<file path="src/rtl/req_queue_pkg.sv">
// req_queue_pkg: shared types and default widths for the request queue block.
//   req_t   : one queued request {wr, addr, wdata} at the default widths.
//   state_t : drain FSM states.
package req_queue_pkg;

    localparam int REQ_ADDR_W = 8;
    localparam int REQ_DATA_W = 8;
    localparam int REQ_DEPTH  = 4;

    typedef struct packed {
        logic                  wr;
        logic [REQ_ADDR_W-1:0] addr;
        logic [REQ_DATA_W-1:0] wdata;
    } req_t;

    typedef enum logic [1:0] {
        IDLE,
        ACCESS,
        RESP
    } state_t;

endpackage

</file>
<file path="src/rtl/req_queue_mem_fifo.sv">
// sync_fifo: in-order FIFO with registered occupancy.
//   clk, rst_n : clock, asynchronous active-low reset (pointers and count only)
//   push, din  : enqueue request; ignored while full
//   pop, dout  : dequeue request; dout always shows the head entry
//   full       : occupancy equals DEPTH
//   count      : occupancy, 0..DEPTH
// DEPTH must be a power of two so the pointers wrap by natural overflow.
module sync_fifo
    import req_queue_pkg::*;
#(
    parameter int  DEPTH = REQ_DEPTH,
    parameter type T     = req_t
) (
    input  logic                   clk,
    input  logic                   rst_n,
    input  logic                   push,
    input  T                       din,
    input  logic                   pop,
    output T                       dout,
    output logic                   full,
    output logic [$clog2(DEPTH):0] count
);

    localparam int PTR_W = $clog2(DEPTH);
    localparam int CNT_W = PTR_W + 1;
    localparam logic [CNT_W-1:0] FULL_CNT = CNT_W'(DEPTH);

    T                 store [DEPTH];
    logic [PTR_W-1:0] wptr;
    logic [PTR_W-1:0] rptr;
    logic             do_push;
    logic             do_pop;

    // A push is refused whenever full, even if a pop frees a slot on the same edge.
    assign do_push = push && !full;
    assign do_pop  = pop && (count != '0);
    assign full    = (count == FULL_CNT);
    assign dout    = store[rptr];

    always_ff @(posedge clk or negedge rst_n) begin
        if (!rst_n) begin
            wptr  <= '0;
            rptr  <= '0;
            count <= '0;
        end else begin
            if (do_push) wptr <= wptr + PTR_W'(1);
            if (do_pop)  rptr <= rptr + PTR_W'(1);
            case ({do_push, do_pop})
                2'b10:   count <= count + CNT_W'(1);
                2'b01:   count <= count - CNT_W'(1);
                default: count <= count;
            endcase
        end
    end

    always_ff @(posedge clk) begin
        if (do_push) store[wptr] <= din;
    end

endmodule

</file>
<file path="src/rtl/req_queue_mem.sv">
// req_queue_mem: queues (addr, wr, en) requests and drains them one at a time
// into a 2^ADDR_W x DATA_W memory.
//   clk, rst_n         : clock, asynchronous active-low reset
//   en, wr, addr, wdata: request strobe, 1=write/0=read, address, write data
//   full, count        : FIFO full flag and occupancy
//   rvalid             : one-cycle read response strobe
//   raddr, rdata       : address and data of the latest read response (held)
//   drop_cnt           : requests rejected while full, saturates at 255
// Write service takes 2 cycles (IDLE, ACCESS), read takes 3 (IDLE, ACCESS, RESP).
module req_queue_mem
    import req_queue_pkg::*;
#(
    parameter int ADDR_W = REQ_ADDR_W,
    parameter int DATA_W = REQ_DATA_W,
    parameter int DEPTH  = REQ_DEPTH
) (
    input  logic                   clk,
    input  logic                   rst_n,
    input  logic                   en,
    input  logic                   wr,
    input  logic [ADDR_W-1:0]      addr,
    input  logic [DATA_W-1:0]      wdata,
    output logic                   full,
    output logic [$clog2(DEPTH):0] count,
    output logic                   rvalid,
    output logic [ADDR_W-1:0]      raddr,
    output logic [DATA_W-1:0]      rdata,
    output logic [7:0]             drop_cnt
);

    typedef struct packed {
        logic              wr;
        logic [ADDR_W-1:0] addr;
        logic [DATA_W-1:0] wdata;
    } entry_t;

    entry_t            req_p0;
    entry_t            head_p0;
    entry_t            op_p1;
    logic              pop;
    state_t            state;
    state_t            state_nxt;
    logic [DATA_W-1:0] mem [2**ADDR_W];

    function automatic logic [7:0] sat_inc8(input logic [7:0] v);
        return (v == 8'hFF) ? v : v + 8'd1;
    endfunction

    assign req_p0 = {wr, addr, wdata};

    sync_fifo #(
        .DEPTH (DEPTH),
        .T     (entry_t)
    ) u_fifo (
        .clk   (clk),
        .rst_n (rst_n),
        .push  (en),
        .din   (req_p0),
        .pop   (pop),
        .dout  (head_p0),
        .full  (full),
        .count (count)
    );

    always_ff @(posedge clk or negedge rst_n) begin
        if (!rst_n) state <= IDLE;
        else        state <= state_nxt;
    end

    always_comb begin
        state_nxt = state;
        pop       = 1'b0;
        unique case (state)
            IDLE: begin
                if (count != '0) begin
                    pop       = 1'b1;
                    state_nxt = ACCESS;
                end
            end
            ACCESS:  state_nxt = op_p1.wr ? IDLE : RESP;
            RESP:    state_nxt = IDLE;
            default: state_nxt = IDLE;
        endcase
    end

    // Stage 1: popped request held for its memory access.
    always_ff @(posedge clk) begin
        if (pop) op_p1 <= head_p0;
    end

    // Stage 2: memory access; read results are held until the next read.
    always_ff @(posedge clk or negedge rst_n) begin
        if (!rst_n) begin
            for (int i = 0; i < 2**ADDR_W; i++) mem[i] <= '0;
            raddr <= '0;
            rdata <= '0;
        end else if (state == ACCESS) begin
            if (op_p1.wr) begin
                mem[op_p1.addr] <= op_p1.wdata;
            end else begin
                rdata <= mem[op_p1.addr];
                raddr <= op_p1.addr;
            end
        end
    end

    assign rvalid = (state == RESP);

    always_ff @(posedge clk or negedge rst_n) begin
        if (!rst_n)           drop_cnt <= '0;
        else if (en && full)  drop_cnt <= sat_inc8(drop_cnt);
    end

endmodule
</file>
<file path="config.mk">
export PLATFORM = sky130hd
export DESIGN_NAME = req_queue_mem
export DESIGN_NICKNAME = d
export VERILOG_FILES = /design/src/rtl/req_queue_pkg.sv /design/src/rtl/req_queue_mem_fifo.sv /design/src/rtl/req_queue_mem.sv
export SDC_FILE = /design/constraint.sdc
export NUM_CORES = 2
export LEC_CHECK = 0
export CAP_MARGIN = 20
export CORE_UTILIZATION = 30
export DETAILED_ROUTE_END_ITERATION = 12
export GPL_TIMING_DRIVEN = 0
export PLACE_DENSITY = 0.56
export SYNTH_ARGS = -nofsm -noshare
export SYNTH_HDL_FRONTEND = slang
export SYNTH_HIERARCHICAL = 1
export SYNTH_SLANG_ARGS = --single-unit
</file>
<file path="constraint.sdc">
create_clock -name clk -period 3.6 [get_ports clk]
set_clock_uncertainty 0.15 [all_clocks]
set_input_delay 0.72 -clock clk [delete_from_list [all_inputs] [get_ports clk]]
set_output_delay 0.72 -clock clk [all_outputs]
set_load 0.1 [all_outputs]
</file>
==> results.sh <==
export IMPL_worstSetupEndpointType="flip-flop"
export IMPL_route_detailed_drc=0
export IMPL_place_congestion=0.962
export IMPL_fp_row_count=209
export IMPL_finalCriticalPeriod_ns=3.81
export IMPL_timing_hold_worst_class="in2async"
export IMPL_worst_ep_required_time_ns=4.31
export IMPL_cts_buffers=230
export IMPL_regArea_sq_um=54600
export IMPL_r2r_start="op_p1[11]"
export IMPL_synth_most_common_cell="dfrtp_1"
export IMPL_synth_edf_count=85
export IMPL_cpMaxStageDelayCell="clkbuf_2"
export IMPL_critPathMostFrequentCell="clkbuf_2"
export IMPL_post_synth_net_total=6234
export IMPL_multi_input_area_sq_um=43000
export IMPL_post_synth_top_area_fraction=0.530
export IMPL_timing_final_crit_share=1.06
export IMPL_worst_slew_pin_slew_ns=1.20
export IMPL_setup_viol_count_final=470
export IMPL_initial_utilization=0.303
export IMPL_avgSynthCellArea_sq_um=15.8
export IMPL_worst_slack_ns=-0.207
export IMPL_achievable_frequency_mhz=263
export IMPL_io_pins=49
export IMPL_startpoint_type="flip-flop"
export IMPL_cts_h_tree_depth=4
export IMPL_max_cap_viols=0
export IMPL_final_hold_violation_count=154
export IMPL_detail_route_wl_per_cell_um=36.0
export IMPL_fillers=30700
export IMPL_violations="hold timing, setup timing"
export IMPL_timing_rr_end="rdata[2]"
export IMPL_worst_endpoint_data_arrival_time_ns=4.51
export IMPL_p_leak_nw=53.0
export IMPL_gr_total_overflow=0
export IMPL_ctsLongestPathBuffers=3
export IMPL_chipWidth_um=575
export IMPL_finalCoreUtilization=0.359
export IMPL_ys_flop_type="dfrtp_1"
export IMPL_grt_first_pass_wirelength_um=549000
export IMPL_worst_skew_pair_late_latency_ns=0.92
export IMPL_critPathMaxFanout=10
export IMPL_timing_setup_critical_path_class="reg2reg"
export IMPL_irDropWorstVdd_v=0.00101
export IMPL_yosys_area_top_type="dfrtp_1"
export IMPL_clk_pin_slew_worst_paths_ns=0.06
export IMPL_post_cts_hold_buffer_count=3
export IMPL_detailedPlacementHpwl_um=277000
export IMPL_reg2reg_depth=8
export IMPL_num_vias=63000
export IMPL_die_height_um=575
export IMPL_critical_path_max_stage_delay_ns=0.66
export IMPL_io_buffer_count=48
export IMPL_totalWireLength_um=401000
export IMPL_synthArstFlopShare=0.961
export IMPL_most_numerous_cell_types_in_the_synthesized_netlist="dfrtp_1 (2081), mux2_2 (2040), mux4_2 (533)"
export IMPL_pwr_dens_nw_per_um2=834
export IMPL_number_of_nets_at_the_end_of_the_flow=6630
export IMPL_dieArea_sq_um=330000
export IMPL_timing_max_transition_violations_final=0
export IMPL_clock_sinks=2166
export IMPL_cts_tree="done"
export IMPL_first_global_vias=63900
export IMPL_synth_area_leaders="dfrtp_1 (53%), mux2_2 (23%), mux4_2 (12%)"
export IMPL_timing_hold_ws_ns=-0.234
export IMPL_syn_cell_area_sq_um=98300
export IMPL_cts_root_buf="clkbuf_16"
export IMPL_ff2ff_setup_slack_ns=-0.21
export IMPL_drt_first_pass_iters=6
export IMPL_postSynthRegisterBits=2166
export IMPL_grt_max_degree=180
export IMPL_synth_unique_cells=72
export IMPL_final_non_filler_cell_area_sq_um=117000
export IMPL_cp_cell_sequence="buf_2 -> nor2b_1 -> clkbuf_2 -> clkbuf_2 -> a22oi_1 -> nand2_1 -> a211oi_4 -> o2bb2ai_1"
export IMPL_status="complete, but fails checks"
export IMPL_yosysWarnings=6
export IMPL_grt_antenna_before_repair=25
export IMPL_grt_setup_unrepaired="true"
export IMPL_grt_total_usage=0.241
export IMPL_drt_iter0_markers=7168
export IMPL_max_slew_margin=0.197
export IMPL_synthCells=6207
export IMPL_avgViaCountPerCell=5.65
export IMPL_postPlaceCellArea_sq_um=105000
export IMPL_syn2layout_area_growth_pct=18.8
export IMPL_setup_tns_ns=-17.68
export IMPL_layout_drive_gt1_share=0.529
export IMPL_dpl_worst_slack_ns=-1.93
export IMPL_synth_sequential_area_ratio=0.556
export IMPL_core_area_sq_um=325000
export IMPL_ant_nets=0
metrics by stage:
step           std cells  total power [mW]
2_1_floorplan       6207              49.4
4_1_cts            11100              95.5
6_report           11100              97.4
3_3_place_gp       10600              67.8
5_1_grt            11100              99.0
3_5_place_dp       10600              69.2
registers in the layout, summed over array words and instances, names as in the netlist, 3 cells and up:
signal and flops:
mem 2048, u_fifo/count 3, drop_cnt 8, op_p1 17, rdata 8, u_fifo/store 68
raddr 8
logic make-up (layout without fill, tap and decap cells):
logic type / count (synthesis) / in the layout / share of synthesized area
flops: 2166 / 2166 / 0.556
other cells: 0 / 9 / 0
buf+inv: 478 / 1072 / 0.0231
compound gates: 190 / 190 / 0.0143
fa+ha+maj: 7 / 7 / 0.000967
mux: 2720 / 2720 / 0.372
simple gates: 633 / 633 / 0.0324
xor+xnor: 13 / 13 / 0.00116
worst max-delay path, delay by kind of cell, from the launching register on:
family	cells	cell delay (ns)
AOI/OAI and AO/OA	3	1.23
buffers and inverters	3	1.37
DFF	1	0.62
and+or+nand+nor	2	0.32
layer usage:
layer	GRT usage	wire length (um)
met1	0.312	159000
met2	0.349	172000
met3	0.0715	40000
met4	0.157	30100
met5	0	128
worst max-delay path by stage:
stage	startpoint	end	cells after the start
6_report	op_p1[11]	rdata[2]	8
2_1_floorplan	u_fifo/count[0]	u_fifo/count[2]	9
5_1_grt	op_p1[11]	rdata[2]	10
3_3_place_gp	rst_n	mem[1251]	1
3_5_place_dp	op_p1[9]	mem[417]	7
4_1_cts	op_p1[14]	mem[153]	7
area by class of cell:
type | instances | area share
clock buffers | 349 | 0.0584
well taps | 4325 | 0.0463
plain buffers | 466 | 0.0313
multi-input cells | 3563 | 0.368
inverters | 9 | 0.000364
repair buffers | 167 | 0.0202
diodes | 9 | 0.000193
clock inverters | 81 | 0.00807
flip-flops and latches | 2166 | 0.468
repair_timing:
| item | CTS | global route |
|---|---|---|
| pin swaps | 21 | 20 |
| endpoints found under the setup margin | 2033 | 1224 |
| buffers inserted | 30 | 31 |
| hold endpoints to repair | 74 | 154 |
| cloned | 0 | 0 |
| gates resized for setup | 594 | 211 |
power by group:
| group | internal (mW) | switching, mW |
|---|---|---|
| Sequential | 29.2 | 2.73 |
| Combinational | 13.2 | 27.8 |
| Clock | 13.9 | 10.5 |
| Total | 56.3 | 41.1 |
layout by cell type, fill, tap and decap left out, types with 44 or more instances in the layout:
cell type,instances
mux2i_1,94
clkbuf_16,231
clkinv_2,44
mux4_2,533
buf_6,58
nand2_1,209
clkdlybuf4s50_1,44
edfxtp_1,85
mux2_2,2040
nor2_4,174
dfrtp_1,2081
buf_4,51
buf_12,61
clkbuf_8,70
buf_8,61
clkbuf_1,299
(Power assumes the default switching activity.)
